## src/rtl/mem_fill_arbiter.sv

```systemverilog
// Shares one pipelined main memory between I-cache and D-cache block misses and runs each block fill.
// It produces the per-word fill strobes and the stalls the hazard unit uses while a miss is outstanding.
module mem_fill_arbiter #(
    parameter int MEM_LAT   = 4,
    parameter int BLK_WORDS = 8,
    parameter int ADDR_W    = 16
) (
    input  logic                         clk,
    input  logic                         rst_n,
    input  logic                         icache_miss,
    input  logic [ADDR_W-1:0]            icache_addr,
    input  logic                         dcache_miss,
    input  logic [ADDR_W-1:0]            dcache_addr,
    input  logic                         mem_data_valid,
    output logic                         mem_en,
    output logic [ADDR_W-1:0]            mem_addr,
    output logic                         fill_wen,
    output logic                         fill_sel_d,
    output logic [$clog2(BLK_WORDS)-1:0] fill_word,
    output logic                         fill_done,
    output logic                         icache_stall,
    output logic                         dcache_stall,
    output logic [0:0]                   dbg_state_o,
    output logic [$clog2(BLK_WORDS+MEM_LAT+1)-1:0] dbg_fill_cyc_o
);

    localparam int CW   = $clog2(BLK_WORDS);
    localparam int FC_W = $clog2(BLK_WORDS + MEM_LAT + 1);

    localparam logic [0:0] ST_IDLE = 1'b0;
    localparam logic [0:0] ST_FILL = 1'b1;

    localparam logic [ADDR_W-1:0] OFS_MASK  = ADDR_W'(2 * BLK_WORDS - 1);
    localparam logic [CW:0]       ISSUE_END = (CW + 1)'(BLK_WORDS);
    localparam logic [CW-1:0]     RC_LAST   = CW'(BLK_WORDS - 1);
    localparam logic [FC_W-1:0]   FC_MAX    = '1;

    logic [0:0]        state_q, state_d;
    logic [ADDR_W-1:0] base_q, base_d;
    logic              sel_q, sel_d;
    logic [CW:0]       ic_q, ic_d;
    logic [CW-1:0]     rc_q, rc_d;
    logic [FC_W-1:0]   fc_q, fc_d;

    logic              grant_any;
    logic [ADDR_W-1:0] grant_addr;

    // Memory protocol: a request is a single-cycle mem_en with mem_addr; memory never
    // back-pressures and answers each request exactly MEM_LAT cycles later with mem_data_valid.
    always_comb begin
        mem_en       = (state_q == ST_FILL) && (ic_q != ISSUE_END);
        mem_addr     = mem_en ? (base_q + ADDR_W'({ic_q[CW-1:0], 1'b0})) : '0;
        fill_wen     = (state_q == ST_FILL) && mem_data_valid;
        fill_word    = fill_wen ? rc_q : '0;
        fill_done    = fill_wen && (rc_q == RC_LAST);
        fill_sel_d   = sel_q;
        icache_stall = icache_miss & ~(fill_done & ~sel_q);
        dcache_stall = dcache_miss & ~(fill_done &  sel_q);
    end

    // D-cache wins ties: its miss belongs to the older instruction in the pipeline.
    always_comb begin
        grant_any  = dcache_miss | icache_miss;
        grant_addr = dcache_miss ? dcache_addr : icache_addr;
    end

    always_comb begin
        state_d = state_q;
        base_d  = base_q;
        sel_d   = sel_q;
        ic_d    = ic_q;
        rc_d    = rc_q;
        fc_d    = fc_q;
        case (state_q)
            ST_IDLE: begin
                if (grant_any) begin
                    state_d = ST_FILL;
                    base_d  = grant_addr & ~OFS_MASK;
                    sel_d   = dcache_miss;
                    ic_d    = '0;
                    rc_d    = '0;
                    fc_d    = '0;
                end
            end
            ST_FILL: begin
                if (mem_en) begin
                    ic_d = ic_q + 1'b1;
                end
                if (fc_q != FC_MAX) begin
                    fc_d = fc_q + 1'b1;
                end
                if (fill_wen) begin
                    rc_d = rc_q + 1'b1;
                end
                // Last word returned: the fill is over, misses are looked at again next cycle.
                if (fill_done) begin
                    state_d = ST_IDLE;
                    ic_d    = '0;
                    rc_d    = '0;
                end
            end
            default: begin
                state_d = ST_IDLE;
            end
        endcase
    end

    always_ff @(posedge clk or negedge rst_n) begin
        if (!rst_n) begin
            state_q <= ST_IDLE;
            base_q  <= '0;
            sel_q   <= 1'b0;
            ic_q    <= '0;
            rc_q    <= '0;
            fc_q    <= '0;
        end else begin
            state_q <= state_d;
            base_q  <= base_d;
            sel_q   <= sel_d;
            ic_q    <= ic_d;
            rc_q    <= rc_d;
            fc_q    <= fc_d;
        end
    end

    assign dbg_state_o    = state_q;
    assign dbg_fill_cyc_o = fc_q;

endmodule

```

## config.mk

```make
export PLATFORM = sky130hd
export DESIGN_NAME = mem_fill_arbiter
export DESIGN_NICKNAME = d
export VERILOG_FILES = /design/src/rtl/mem_fill_arbiter.sv
export SDC_FILE = /design/constraint.sdc
export NUM_CORES = 1
export LEC_CHECK = 0
export CAP_MARGIN = 40
export CORE_MARGIN = 3
export CORE_UTILIZATION = 41
export DETAILED_ROUTE_END_ITERATION = 10
export PLACE_DENSITY = 0.91
export SETUP_SLACK_MARGIN = 0.2
export SYNTH_ARGS = -nofsm -noshare
export SYNTH_HDL_FRONTEND = slang
export SYNTH_SLANG_ARGS = --single-unit
```

## constraint.sdc

```tcl
create_clock -name clk -period 1.86 [get_ports clk]
set_input_delay 0.372 -clock clk [delete_from_list [all_inputs] [get_ports clk]]
set_output_delay 0.372 -clock clk [all_outputs]
set_load 0.03 [all_outputs]
```

==> results of run 1 <==
## per-layer routing
metal | wire length (um) | global-route usage | vias up
li1 | - | - | 640
met1 | 1490 | 0.214 | 619
met2 | 2100 | 0.361 | 44
met3 | 273 | 0.0564 | 4
met4 | 24 | 0.0389 | 0
met5 | 0 | 0 | -
## registers in the layout, indices dropped and copies added (netlist names)
| name | count |
|---|---|
| fill_sel_d | 1 |
| ic_q | 4 |
| rc_q | 3 |
| base_q | 12 |
| dbg_state_o | 1 |
| dbg_fill_cyc_o | 4 |
## through the flow
| stage | total power [uW] | TNS (ns) |
|---|---|---|
| after CTS | 3930 | -2.66 |
| after detailed placement | 3390 | 0 |
| after global placement | 3320 | 0 |
| after global routing | 4370 | -4.44 |
| after floorplan | 2600 | 0 |
| final | 4070 | -3.25 |
## power groups by stage
stage	Sequential, uW	Clock, uW	Combinational [uW]
after floorplan	1120	0	1470
after global placement	999	0	2320
after detailed placement	1020	0	2370
after CTS	994	252	2680
after global routing	1040	278	3050
final	1010	248	2820
## cell usage after synthesis, types with 2 or more instances
| master | count | area, sq um |
|---|---|---|
| o21ai_1 | 14 | 70.1 |
| xor2_1 | 2 | 17.5 |
| ha_1 | 5 | 62.6 |
| and2_1 | 15 | 93.8 |
| dfrtp_1 | 25 | 626 |
| buf_4 | 6 | 45.0 |
| nand3_1 | 7 | 35.0 |
| nand2_1 | 23 | 86.3 |
| inv_1 | 7 | 26.3 |
| mux2i_1 | 16 | 160 |
| and3_1 | 3 | 18.8 |
| o21ai_0 | 2 | 10.0 |
| nor2_1 | 2 | 7.51 |
## cell families after synthesis
kind of cell             Yosys count  share of synthesized area
multiplexers                      16                      0.112
XOR/XNOR                           2                     0.0122
other                              1                    0.00262
AND/OR/NAND/NOR                   57                      0.216
AO/OA/AOI/OAI                     26                      0.116
adder cells (fa/ha/maj)            5                     0.0437
flip-flops                        25                      0.437
buffers and inverters             15                     0.0611
## final timing paths
path / startpoint / endpoint / slack [ns] / cells past startpoint
setup / recovery: ic_q[1] / mem_addr[5] / -0.23 / 7
min in group clk: base_q[4] / base_q[4] / 0.50 / 2
hold / removal: rst_n / dbg_state_o / 0.40 / 2
max in group asynchronous: rst_n / dbg_state_o / 1.20 / 2
hold reg to reg: base_q[4] / base_q[4] / 0.50 / 2
setup reg to reg: rc_q[1] / ic_q[2] / 0.30 / 6
## layout by cell type (no fill, tap or decap), types with 2 or more instances in the layout
master,Yosys,routed
o21ai_1,14,14
and2_1,15,3
clkdlybuf4s50_1,0,27
nand2_1,23,22
buf_4,6,16
buf_12,0,2
mux2i_1,16,16
and2_4,0,12
clkbuf_4,0,3
buf_6,1,25
ha_1,5,2
and3_4,0,3
dfrtp_1,25,24
xor2_1,2,2
inv_1,7,5
o21ai_0,2,2
nor2_2,0,2
ha_4,0,2
nand3_1,7,6
dlygate4sd2_1,0,6
## final cells by class
type	instances	area (sq um)
repair buffers	77	776
well taps	44	55.1
clock buffers	4	26.3
fillers	246	866
flip-flops and latches	25	627
multi-input cells	107	825
inverters	7	28.8
## worst max-delay path: stages (launching register included)
cell	delay, ns
dfrtp_1	0.39
inv_1	0.08
ha_4	0.15
and3b_2	0.22
nor2b_4	0.13
buf_12	0.14
and2_1	0.14
buf_6	0.13
## repair_timing
action / CTS / global route
gates cloned: 0 / 0
endpoints found under the setup margin: 28 / 23
setup buffers: 8 / 2
pin swaps: 1 / 3
gates resized for setup: 38 / 14
==> impl_metrics.toml, run 1 <==
[sta]
fin_crit_sh = 1.12
drv_slew = 0
setup-violations-final = 17
hold_ws_ns = 0.405
post-route-min-period_ns = 2.09
max_freq_ghz = 0.479
fin_skew_ns = 0.00561
finalHoldViolCount = 0
rsz0062_at_grt = "true"
setup_ws_ns = -0.227

[clock_tree]
ctsHoldBuffers = 0
cts.clk_slew.worst_paths_ns = 0.14
clk_path_buf_depth = 2
cts-htree-levels = 1
root_buffer = "clkbuf_4"
cts_buffers = 3
cts_tree = "done"
cts_sinks = 25
worst_skew_pair.late_latency_ns = 0.32

[global_route]
grtUsageTotal = 0.192
antenna_found_initial = 0
first_global_vias = 1332
grt_max_degree = 27
grt-ovfl-total = 0
grt_pass1_wl_mm = 6.31

[critical_path]
startpoint_type = "flip-flop"
crit_type = "reg2out"
cp.arrival_ns = 1.72
endpoint_kind = "output port"
cp_max_fo = 15
cp.required_ns = 1.49

[placed_design]
pre_cts_ws_ns = 0.0383
dp.cells = 250
io_buffers = 57
gp_congestion = 0.852
placed_area_sq_um = 2070
hpwlAfterDp_mm = 2.65

[logic_synthesis]
synthCells = 147
synthArstFlopShare = 1.00
ys.flop_type = "dfrtp_1"
synth_enable_flop_cells = 0
ys_types = 33
synth_nets = 189
postSynthAreaPerCell_sq_um = 9.75
synth_warnings = 0
synth-seq-cells = 25
synth_area_sq_um = 1430
ys_seq_area_frac = 0.437

[finish]
area_growth_pct = 63.1
final_cells = 264
design_area_sq_um = 2340
nets = 263
drive_above_1_share = 0.364
diodes = 0
final_util = 0.730

[die]
dieArea_sq_um = 4240
coreArea_sq_um = 3200
die_h_um = 65.1
ioPinCount = 67
die_w_um = 65.1
rows = 20
start_util = 0.447

[pwr]
power_frac_clock = 0.061
worst_ir_drop_vdd_v = 0.000990
power_frac_comb = 0.691
p_switching_uw = 1800
pwr-share-seq = 0.248
powerDensity_nw_per_um2 = 1740
leakage_uw = 0.00114
internal_power_uw = 2280
p_sw_frac = 0.441

[run_status]
violations = "setup timing"
status = "finished, violations left"

[drt]
viasPerCell = 4.95
first_pass_iters = 4
first_iter_violations = 37
num_vias = 1307
detail-route-antenna-nets = 0
drt-total-wl_mm = 3.89
wire_per_inst_um = 14.7
route.detailed.drc = 0

[min_path]
hold_class = "in2async"

[job]
drv_cap = 0
(Power assumes the default switching activity.)
==> run 2: changes to the inputs <==
--- a/config.mk
+++ b/config.mk
@@ -7,9 +7,9 @@
 export LEC_CHECK = 0
 export CAP_MARGIN = 40
 export CORE_MARGIN = 3
-export CORE_UTILIZATION = 41
+export CORE_UTILIZATION = 38
 export DETAILED_ROUTE_END_ITERATION = 10
-export PLACE_DENSITY = 0.91
+export PLACE_DENSITY = 0.86
 export SETUP_SLACK_MARGIN = 0.2
 export SYNTH_ARGS = -nofsm -noshare
 export SYNTH_HDL_FRONTEND = slang
==> impl_metrics.toml, run 2 (same netlist as run 1, synthesis figures left out) <==
[run_status]
status = "finished, violations left"
violations = "setup timing"

[critical_path]
cp_max_fo = 15
cp.required_ns = 1.49
ff2ff_setup_slack_ns = 0.33
endpoint_kind = "output port"
crit_type = "reg2out"
cp-startpoint = "ic_q[0]"
path_cells = "inv_2, ha_4, and3b_2, nor2b_4, buf_12, and2_4, buf_6"
cp.arrival_ns = 1.59
startpoint_type = "flip-flop"
ff2ff_path_depth = 6
r2r-end = "ic_q[2]"
critPathSlowestCell = "dfrtp_1"
reg2reg_from = "rc_q[1]"
endpoint = "mem_addr[10]"
crit_path_max_incr_delay_ns = 0.36

[clock_tree]
root_buffer = "clkbuf_8"
cts_buffers = 3
cts-htree-levels = 1
cts_tree = "done"
cts.clk_slew.worst_paths_ns = 0.08
worst_skew_pair.late_latency_ns = 0.26
cts_sinks = 25
ctsHoldBuffers = 0
clk_path_buf_depth = 2

[drt]
first_pass_iters = 4
detail-route-antenna-nets = 0
num_vias = 1267
first_iter_violations = 15
drt-total-wl_mm = 3.31
viasPerCell = 4.76
wire_per_inst_um = 12.5
route.detailed.drc = 0

[sta]
rsz0062_at_grt = "true"
fin_skew_ns = 0.00414
post-route-min-period_ns = 1.96
setup-violations-final = 15
fin_crit_sh = 1.06
drv_slew = 0
finalSetupTns_ns = -1.37
finalHoldViolCount = 0
setup_ws_ns = -0.104
max_freq_ghz = 0.509

[finish]
nets = 263
n_fill_cell = 309
layout.area.seq_sq_um = 626
area_growth_pct = 60.8
layout_common_cells = "clkdlybuf4s50_1 (27), dfrtp_1 (25), buf_4 (24)"
final_util = 0.659
largest_reg_flops = 12
max_flop_register = "base_q"
final_common_cell = "clkdlybuf4s50_1"
diodes = 0
multi_input_area_sq_um = 812
drive_above_1_share = 0.332

[job]
drv_cap = 0

[pwr]
total_power_uw = 3970
leakage_uw = 0.00114
p_switching_uw = 1720
internal_power_uw = 2250
power_frac_clock = 0.076
powerDensity_nw_per_um2 = 1730
power_frac_comb = 0.670
pwr-share-seq = 0.253
worst_ir_drop_vdd_v = 0.000831
p_sw_frac = 0.433

[global_route]
grt-ovfl-total = 0
grt_pass1_wl_mm = 5.31
first_global_vias = 1229
grt_max_degree = 26
antenna_found_initial = 0
grtUsageTotal = 0.154

[die]
start_util = 0.410
ioPinCount = 67
die_w_um = 67.4
rows = 21
dieArea_sq_um = 4540
coreArea_sq_um = 3490
die_h_um = 67.4

[min_path]
hold_class = "in2async"

[placed_design]
io_buffers = 57
gp_congestion = 0.837
hpwlAfterDp_mm = 2.46
pre_cts_ws_ns = 0.0411
run 2: changes by cell type in the layout (fill, tap and decap cells not counted), moves of 3 or more:
| cell | previous run | this run |
|---|---|---|
| buf_4 | 16 | 24 |
| and3_1 | 0 | 3 |
| and3_4 | 3 | 0 |
| clkbuf_4 | 3 | 0 |
| buf_6 | 25 | 18 |
| clkbuf_8 | 0 | 3 |
run 2: worst min path at each step:
stage	from	end	slack, ns	cells after the start
after floorplan	rst_n	base_q[10]	0.08	0
after global placement	base_q[15]	base_q[15]	0.46	2
after detailed placement	base_q[15]	base_q[15]	0.47	2
after CTS	rst_n	rc_q[2]	0.48	2
after global routing	rst_n	rc_q[2]	0.50	2
final	rst_n	rc_q[2]	0.47	2
run 2: repair_timing:
action	CTS	global route
pin swaps	1	2
endpoints found under the hold margin	0	0
resized for setup	35	4
buffers inserted	7	3
endpoints found under the setup margin	27	22
run 2: layout make-up:
cell class	count	share of cell area
flip-flops and latches	25	0.272
repair buffers	77	0.319
inverters	7	0.0125
well taps	46	0.0250
multi-input cells	107	0.353
clock buffers	4	0.0196
run 2: per-layer routing:
metal	global-route usage	wire length (um)	vias to the layer above
met5	0	0	-
met4	0.0380	17	0
met3	0.0300	164	2
met2	0.290	1800	29
met1	0.177	1330	596
li1	-	-	640
run 2: power groups by stage:
stage,sequential (uW),clock [uW],combinational (uW)
finish,1010,304,2660
global route,1050,344,2890
CTS,998,319,2630
detailed placement,1010,0,2350
global placement,1000,0,2300
floorplan,1120,0,1470
run 2: metrics by stage:
step                instances  instance area, sq um  hold WS, ns
global placement          252                  2060        0.460
global route              266                  2300        0.496
CTS                       263                  2270        0.481
finish                    266                  2300        0.472
floorplan                 147                  1480       0.0764
detailed placement        252                  2060        0.467
run 2: worst max-delay path: cells and delay by family, from the launching register on:
kind | cells | cell delay (ns)
adder cells (fa/ha/maj) | 1 | 0.14
flip-flops | 1 | 0.36
AND/OR/NAND/NOR | 3 | 0.50
buffers and inverters | 3 | 0.32
==> run 3: changes to the inputs <==
--- a/config.mk
+++ b/config.mk
@@ -5,10 +5,11 @@
 export SDC_FILE = /design/constraint.sdc
 export NUM_CORES = 1
 export LEC_CHECK = 0
-export CAP_MARGIN = 40
+export CAP_MARGIN = 10
 export CORE_MARGIN = 3
 export CORE_UTILIZATION = 38
 export DETAILED_ROUTE_END_ITERATION = 10
+export GPL_ROUTABILITY_DRIVEN = 0
 export PLACE_DENSITY = 0.86
 export SETUP_SLACK_MARGIN = 0.2
 export SYNTH_ARGS = -nofsm -noshare
==> results of run 3 <==
Same layout as run 2: the final DEF is identical, and so are final timing and power.
